==> src/rtl/scan_sequencer.sv <==
// scan_sequencer: serialises parallel scan patterns into the internal scan
// chain, runs one capture cycle per pattern, and unloads the previous
// response while loading the next one. Responses leave as parallel words.
// Optional feature: define SCAN_SEQ_MISR_EN to add a 32-bit MISR signature
// over all consumed responses (output misr_sig).
module scan_sequencer #(
   parameter int CHAIN_LEN = 32,
   parameter int CNT_W     = 6
) (
   input  logic                 tck,
   input  logic                 trst,
   input  logic                 abort,
   input  logic                 pat_valid,
   output logic                 pat_ready,
   input  logic [CHAIN_LEN-1:0] pat_data,
   input  logic                 pat_last,
   output logic                 rsp_valid,
   input  logic                 rsp_ready,
   output logic [CHAIN_LEN-1:0] rsp_data,
   input  logic                 sout,
   output logic                 sin,
   output logic                 shift,
   output logic                 test,
   output logic                 busy,
   output logic                 done
`ifdef SCAN_SEQ_MISR_EN
   ,
   output logic [31:0]          misr_sig
`endif
);

   typedef enum logic [2:0] {
      ST_IDLE,
      ST_SHIFT,
      ST_CAPTURE,
      ST_NEXT,
      ST_FLUSH
   } state_t;

   localparam logic [CNT_W-1:0] CNT_LAST = CNT_W'(CHAIN_LEN - 1);

   state_t               state;
   state_t               state_n;
   logic [CNT_W-1:0]     cnt;
   logic [CHAIN_LEN-1:0] pat_sr;
   logic [CHAIN_LEN-1:0] rsp_sr;
   logic [CHAIN_LEN-1:0] rsp_sr_nxt;
   logic                 rsp_pend;
   logic                 last_q;
   logic                 pat_acc;
   logic                 flush_go;
   logic                 shifting;
   logic                 cnt_end;

   assign cnt_end    = (cnt == CNT_LAST);
   assign rsp_sr_nxt = {sout, rsp_sr[CHAIN_LEN-1:1]};

   // State register; abort is folded into the next-state logic
   always_ff @(posedge tck) begin
      if (!trst) begin
         state <= ST_IDLE;
      end else begin
         state <= state_n;
      end
   end

   // Next-state, scan pin decode and pattern handshake
   always_comb begin
      state_n   = state;
      sin       = 1'b0;
      shift     = 1'b0;
      test      = 1'b0;
      busy      = (state != ST_IDLE);
      pat_ready = trst & ~rsp_valid &
                  ((state == ST_IDLE) | ((state == ST_NEXT) & ~last_q));
      pat_acc   = pat_valid & pat_ready;
      flush_go  = 1'b0;
      shifting  = 1'b0;
      case (state)
         ST_IDLE: begin
            if (pat_acc) state_n = ST_SHIFT;
         end
         ST_SHIFT: begin
            sin      = pat_sr[0];
            shift    = 1'b1;
            test     = 1'b1;
            shifting = 1'b1;
            if (cnt_end) state_n = ST_CAPTURE;
         end
         ST_CAPTURE: begin
            test    = 1'b1;
            state_n = ST_NEXT;
         end
         ST_NEXT: begin
            test = 1'b1;
            if (last_q) begin
               // Flush may only start once the previous word has left,
               // otherwise the flush result would overwrite it.
               if (!rsp_valid) begin
                  flush_go = 1'b1;
                  state_n  = ST_FLUSH;
               end
            end else if (pat_acc) begin
               state_n = ST_SHIFT;
            end
         end
         ST_FLUSH: begin
            sin      = pat_sr[0];
            shift    = 1'b1;
            test     = 1'b1;
            shifting = 1'b1;
            if (cnt_end) state_n = ST_IDLE;
         end
         default: state_n = ST_IDLE;
      endcase
      if (abort) state_n = ST_IDLE;
   end

   // Shift registers, counter, response word and done pulse
   always_ff @(posedge tck) begin
      if (!trst) begin
         cnt       <= '0;
         pat_sr    <= '0;
         rsp_sr    <= '0;
         rsp_pend  <= 1'b0;
         last_q    <= 1'b0;
         rsp_valid <= 1'b0;
         rsp_data  <= '0;
         done      <= 1'b0;
      end else if (abort) begin
         cnt       <= '0;
         rsp_pend  <= 1'b0;
         rsp_valid <= 1'b0;
         done      <= 1'b0;
      end else begin
         done <= 1'b0;
         if (rsp_valid && rsp_ready) rsp_valid <= 1'b0;
         if (pat_acc) begin
            pat_sr   <= pat_data;
            last_q   <= pat_last;
            // The first pattern after IDLE unloads stale chain contents,
            // which are not a response and must not be published.
            rsp_pend <= (state == ST_NEXT);
            cnt      <= '0;
         end else if (flush_go) begin
            pat_sr <= '0;
            cnt    <= '0;
         end else if (shifting) begin
            pat_sr <= pat_sr >> 1;
            rsp_sr <= rsp_sr_nxt;
            if (cnt_end) begin
               cnt <= '0;
               if (rsp_pend || state == ST_FLUSH) begin
                  rsp_data  <= rsp_sr_nxt;
                  rsp_valid <= 1'b1;
               end
               done <= (state == ST_FLUSH);
            end else begin
               cnt <= cnt + CNT_W'(1);
            end
         end
      end
   end

`ifdef SCAN_SEQ_MISR_EN
   localparam logic [31:0] MISR_POLY = 32'h0040_0007;

   logic [31:0] misr_word;

   if (CHAIN_LEN >= 32) begin : g_misr_trunc
      assign misr_word = rsp_data[31:0];
   end else begin : g_misr_ext
      assign misr_word = {{(32 - CHAIN_LEN){1'b0}}, rsp_data};
   end

   // Signature accumulates every consumed response of one run
   always_ff @(posedge tck) begin
      if (!trst) begin
         misr_sig <= '0;
      end else if (abort || (state == ST_IDLE && pat_acc)) begin
         misr_sig <= '0;
      end else if (rsp_valid && rsp_ready) begin
         misr_sig <= {misr_sig[30:0], 1'b0} ^
                     (misr_sig[31] ? MISR_POLY : 32'h0) ^ misr_word;
      end
   end
`endif

endmodule

==> config.mk <==
export PLATFORM = sky130hd
export DESIGN_NAME = scan_sequencer
export DESIGN_NICKNAME = d
export VERILOG_FILES = /design/src/rtl/scan_sequencer.sv
export SDC_FILE = /design/constraint.sdc
export NUM_CORES = 1
export LEC_CHECK = 0
export CAP_MARGIN = 20
export CORE_MARGIN = 2
export CORE_UTILIZATION = 32
export CTS_BUF_LIST = sky130_fd_sc_hd__clkbuf_4 sky130_fd_sc_hd__clkbuf_8
export CTS_CLUSTER_DIAMETER = 40
export DETAILED_ROUTE_END_ITERATION = 7
export PLACE_DENSITY = 0.54
export SYNTH_ARGS = -nofsm -noshare
export SYNTH_HDL_FRONTEND = slang
export SYNTH_SLANG_ARGS = --single-unit
==> constraint.sdc <==
create_clock -name tck -period 1.6 [get_ports tck]
set_input_delay 0.24 -clock tck [delete_from_list [all_inputs] [get_ports tck]]
set_output_delay 0.24 -clock tck [all_outputs]
set_load 0.02 [all_outputs]
==> out/qor.yml <==
floorplanning:
  boundaryPins: 78
  core_area_sq_mm: 0.0138
  die_area_sq_mm: 0.0151
  horizontal_extent_of_the_die_um: 123
  floorplan.initialDensity_pct: 32.6
  fp.dieH_um: 123
  rows: 43
timing:
  worst_clock_skew_ps: 9.94
  slew_headroom_pct: 75.5
  hold_slack_ps: 453
  grt_setup_unrepaired: "yes"
  setup_viol_count_final: 67
  maxSlewViolCount: 0
  finalHoldViolations: 0
  period_share_pct: 106
  fin_crit_ps: 1700
  final_critical_path_setup_slack_ps: -102
  worst_slew_pin_slew_ps: 359
  max_freq_mhz: 587
min_path:
  worst_hold_startpoint: "sout"
  min_path_type: "input port to flip-flop"
  worstHoldEndpoint: "rsp_sr[31]"
  worstHoldPathCells: 3
critical_path:
  r2r_slack_ps: -100
  critical_path_start_type: "flip-flop"
  critPathRequiredTime_ps: 1910
  r2r_start: "state[0]"
  worst-r2r-cell-count: 7
  critical_path_class: "flip-flop to flip-flop"
  timing.critical_path.fanout_max: 6
  worstPathArrival_ps: 2020
  crit-reg2reg-capture: "pat_sr[5]"
  critical_path_endpoint_category: "flip-flop"
synthesis:
  yosys.area_share.simple_pct: 16.3
  synth_largest_type_area_fraction_pct: 47.9
  synthesis.yosys.warnings: 0
  synth_seq_area_share_pct: 47.9
  yosys.area_share.adder_pct: 0.277
  synth_top_family_by_area: "compound AO/OA/AOI/OAI gates"
  synth_top_area_cell: "sky130_fd_sc_hd__dfxtp_1"
  postSynth.asyncResetShare_pct: 0
  postSynthAreaPerCell_sq_um: 8.68
  synthCells: 520
  ys_top_cells_by_area: "sky130_fd_sc_hd__dfxtp_1 48%, sky130_fd_sc_hd__nand2_1 12%, sky130_fd_sc_hd__a21oi_1 7.8%"
  yosys_register_bits: 108
  synth.distinct_cells: 44
  syn_nets: 560
  synth-edff-count: 0
  ys_dominant_reg_cell: "sky130_fd_sc_hd__dfxtp_1"
  complex_gate_fraction_of_the_synthesized_area_pct: 22.2
  yosys-mux-area-fraction_pct: 7.32
  mappedNetlistArea_sq_mm: 0.00451
  synth-xor-area-share_pct: 0.942
clock_tree:
  tritoncts_num_sinks: 108
  htreeDepth: 3
  cts.clk_slew.worst_paths_ps: 110
  clkLatencyLatePin_ps: 380
  clk_root_buffer_cell: "sky130_fd_sc_hd__clkbuf_8"
  maximum_number_of_buffers_from_clock_root_to_sink: 2
  tritoncts: "done"
  cts-buffers-inserted: 9
route:
  ant_nets: 0
  drt_pass1_iterations: 4
  post-route-drc-count: 0
  vias: 3975
  drt-wirelength-per-cell_um: 14.6
  drt-total-wl_um: 11700
  detail_route.vias_per_cell: 4.96
  first_iter_violations: 194
global_route:
  number_of_antenna_violations_at_the_first_check_in_global_routing: 0
  gr-total-overflow: 0
  wire_length_of_the_first_global_routing_pass_um: 18200
  grt_usage_pct: 15.2
  largest_net_degree_at_the_start_of_global_routing: 65
  first_global_vias: 3818
cells_and_area:
  stdcell_count: 802
  mostFrequentLayoutCell: "sky130_fd_sc_hd__nand2_1"
  layout-drive-gt1-share_pct: 23.3
  mostFrequentLayoutCells: "124 x sky130_fd_sc_hd__nand2_1, 102 x sky130_fd_sc_hd__dfxtp_1, 52 x sky130_fd_sc_hd__a21oi_1"
  final_net_count: 657
  layout-area-overhead-vs-synth_pct: 44.1
  number_of_antenna_cells_inserted: 0
power:
  internal_dissipation_uw: 3560
  ir_worst_vdd_mv: 0.407
  pwr-share-seq_pct: 56.9
  power.static_leakage_uw: 0.00293
  p_sw_uw: 1200
  power.total_uw: 4760
  netSwitchingFraction_pct: 25.2
  pwr_density_cell_mw_per_mm2: 732
  comb_power_share_pct: 9.3
  clk_pwr_share_pct: 33.8
status:
  violations: "negative setup slack"
  outcome: "complete, but fails checks"
placed_design:
  gpl.final_weighted_congestion: 0.762
  buffers_on_ports: 77
  dpl.cell_count: 772
  place.detailed.hpwl_um: 6990
  post_place_worst_slack_ps: -262
job:
  drv.max_cap_violation_count: 0
-- timing repair --
action,in CTS,in global routing
pin swaps,13,19
hold endpoints to repair,0,0
buffers inserted,5,2
resized for setup,77,113
cloned,4,4
endpoints found under the setup margin,87,100
hold buffers,0,0
-- through the flow --
stage / cell area (sq um) / TNS, ps / utilization (%)
CTS: 6110 / -2640 / 44.2
global route: 6510 / -7670 / 47.1
global placement: 5710 / -14820 / 41.3
floorplan: 4520 / 0 / -
finish: 6510 / -4200 / 47.1
detailed placement: 5710 / -17650 / 41.3
-- registers in the layout, indices dropped and copies added, names as in the netlist --
register / cells
pat_sr: 32
rsp_data: 32
rsp_sr: 31
cnt: 6
state: 3
done: 1
last_q: 1
rsp_pend: 1
rsp_valid: 1
-- logic make-up (layout without fill, tap and decap cells) --
logic type               after synthesis  count (layout)
multiplexers                          33              33
AO/OA/AOI/OAI                        150             150
adder cells (fa/ha/maj)                1               1
buffers and inverters                 48             150
flip-flops                           108             108
XOR/XNOR                               4               4
AND/OR/NAND/NOR                      176             176
-- routing by layer --
| metal | track usage (%) | routed length [um] |
|---|---|---|
| met3 | 3.44 | 482 |
| met1 | 19.7 | 5530 |
| met4 | 6.75 | 168 |
| met2 | 24.2 | 5540 |
| met5 | 0 | 0 |
-- worst max-delay path, cell delays in order, from the launching register on --
cell	delay [ps]
sky130_fd_sc_hd__dfxtp_4	390
sky130_fd_sc_hd__buf_4	150
sky130_fd_sc_hd__and4bb_2	250
sky130_fd_sc_hd__o2bb2ai_4	140
sky130_fd_sc_hd__a221oi_4	290
sky130_fd_sc_hd__buf_6	170
sky130_fd_sc_hd__buf_6	130
sky130_fd_sc_hd__o2bb2ai_1	110
-- final cells by class --
| class | count | area [sq um] |
|---|---|---|
| well taps | 180 | 225 |
| flip-flops and latches | 108 | 2170 |
| repair buffers | 130 | 1480 |
| multi-input cells | 364 | 2430 |
| clock inverters | 5 | 45.0 |
| inverters | 4 | 15.0 |
| clock buffers | 11 | 139 |
| fillers | 1316 | 7320 |
-- power by group through the flow --
stage	Clock (uW)	Combinational, uW	Sequential [uW]
floorplan	0	186	2770
global placement	0	375	2770
detailed placement	0	377	2770
CTS	1650	429	2710
global route	1760	472	2710
finish	1610	444	2710
-- cells in the mapped netlist, types with 4 or more instances --
cell type                     n
sky130_fd_sc_hd__clkbuf_1    24
sky130_fd_sc_hd__dfxtp_1    108
sky130_fd_sc_hd__buf_2       12
sky130_fd_sc_hd__a21boi_0    32
sky130_fd_sc_hd__nand2_1    140
sky130_fd_sc_hd__nor2_1      12
sky130_fd_sc_hd__buf_4        6
sky130_fd_sc_hd__a21oi_1     70
sky130_fd_sc_hd__or3_1        4
sky130_fd_sc_hd__mux2i_1     33
sky130_fd_sc_hd__o2bb2ai_1   32
-- worst max path at each step --
stage	from	to	slack [ps]	depth (start not counted)
2_1_floorplan	state[1]	pat_sr[11]	40	7
3_3_place_gp	state[0]	sin	-210	5
3_5_place_dp	trst	pat_sr[10]	-260	6
4_1_cts	state[0]	sin	-120	5
5_1_grt	state[0]	pat_sr[2]	-170	7
6_report	state[0]	pat_sr[5]	-100	7
Power figures use the tool's default switching activity.
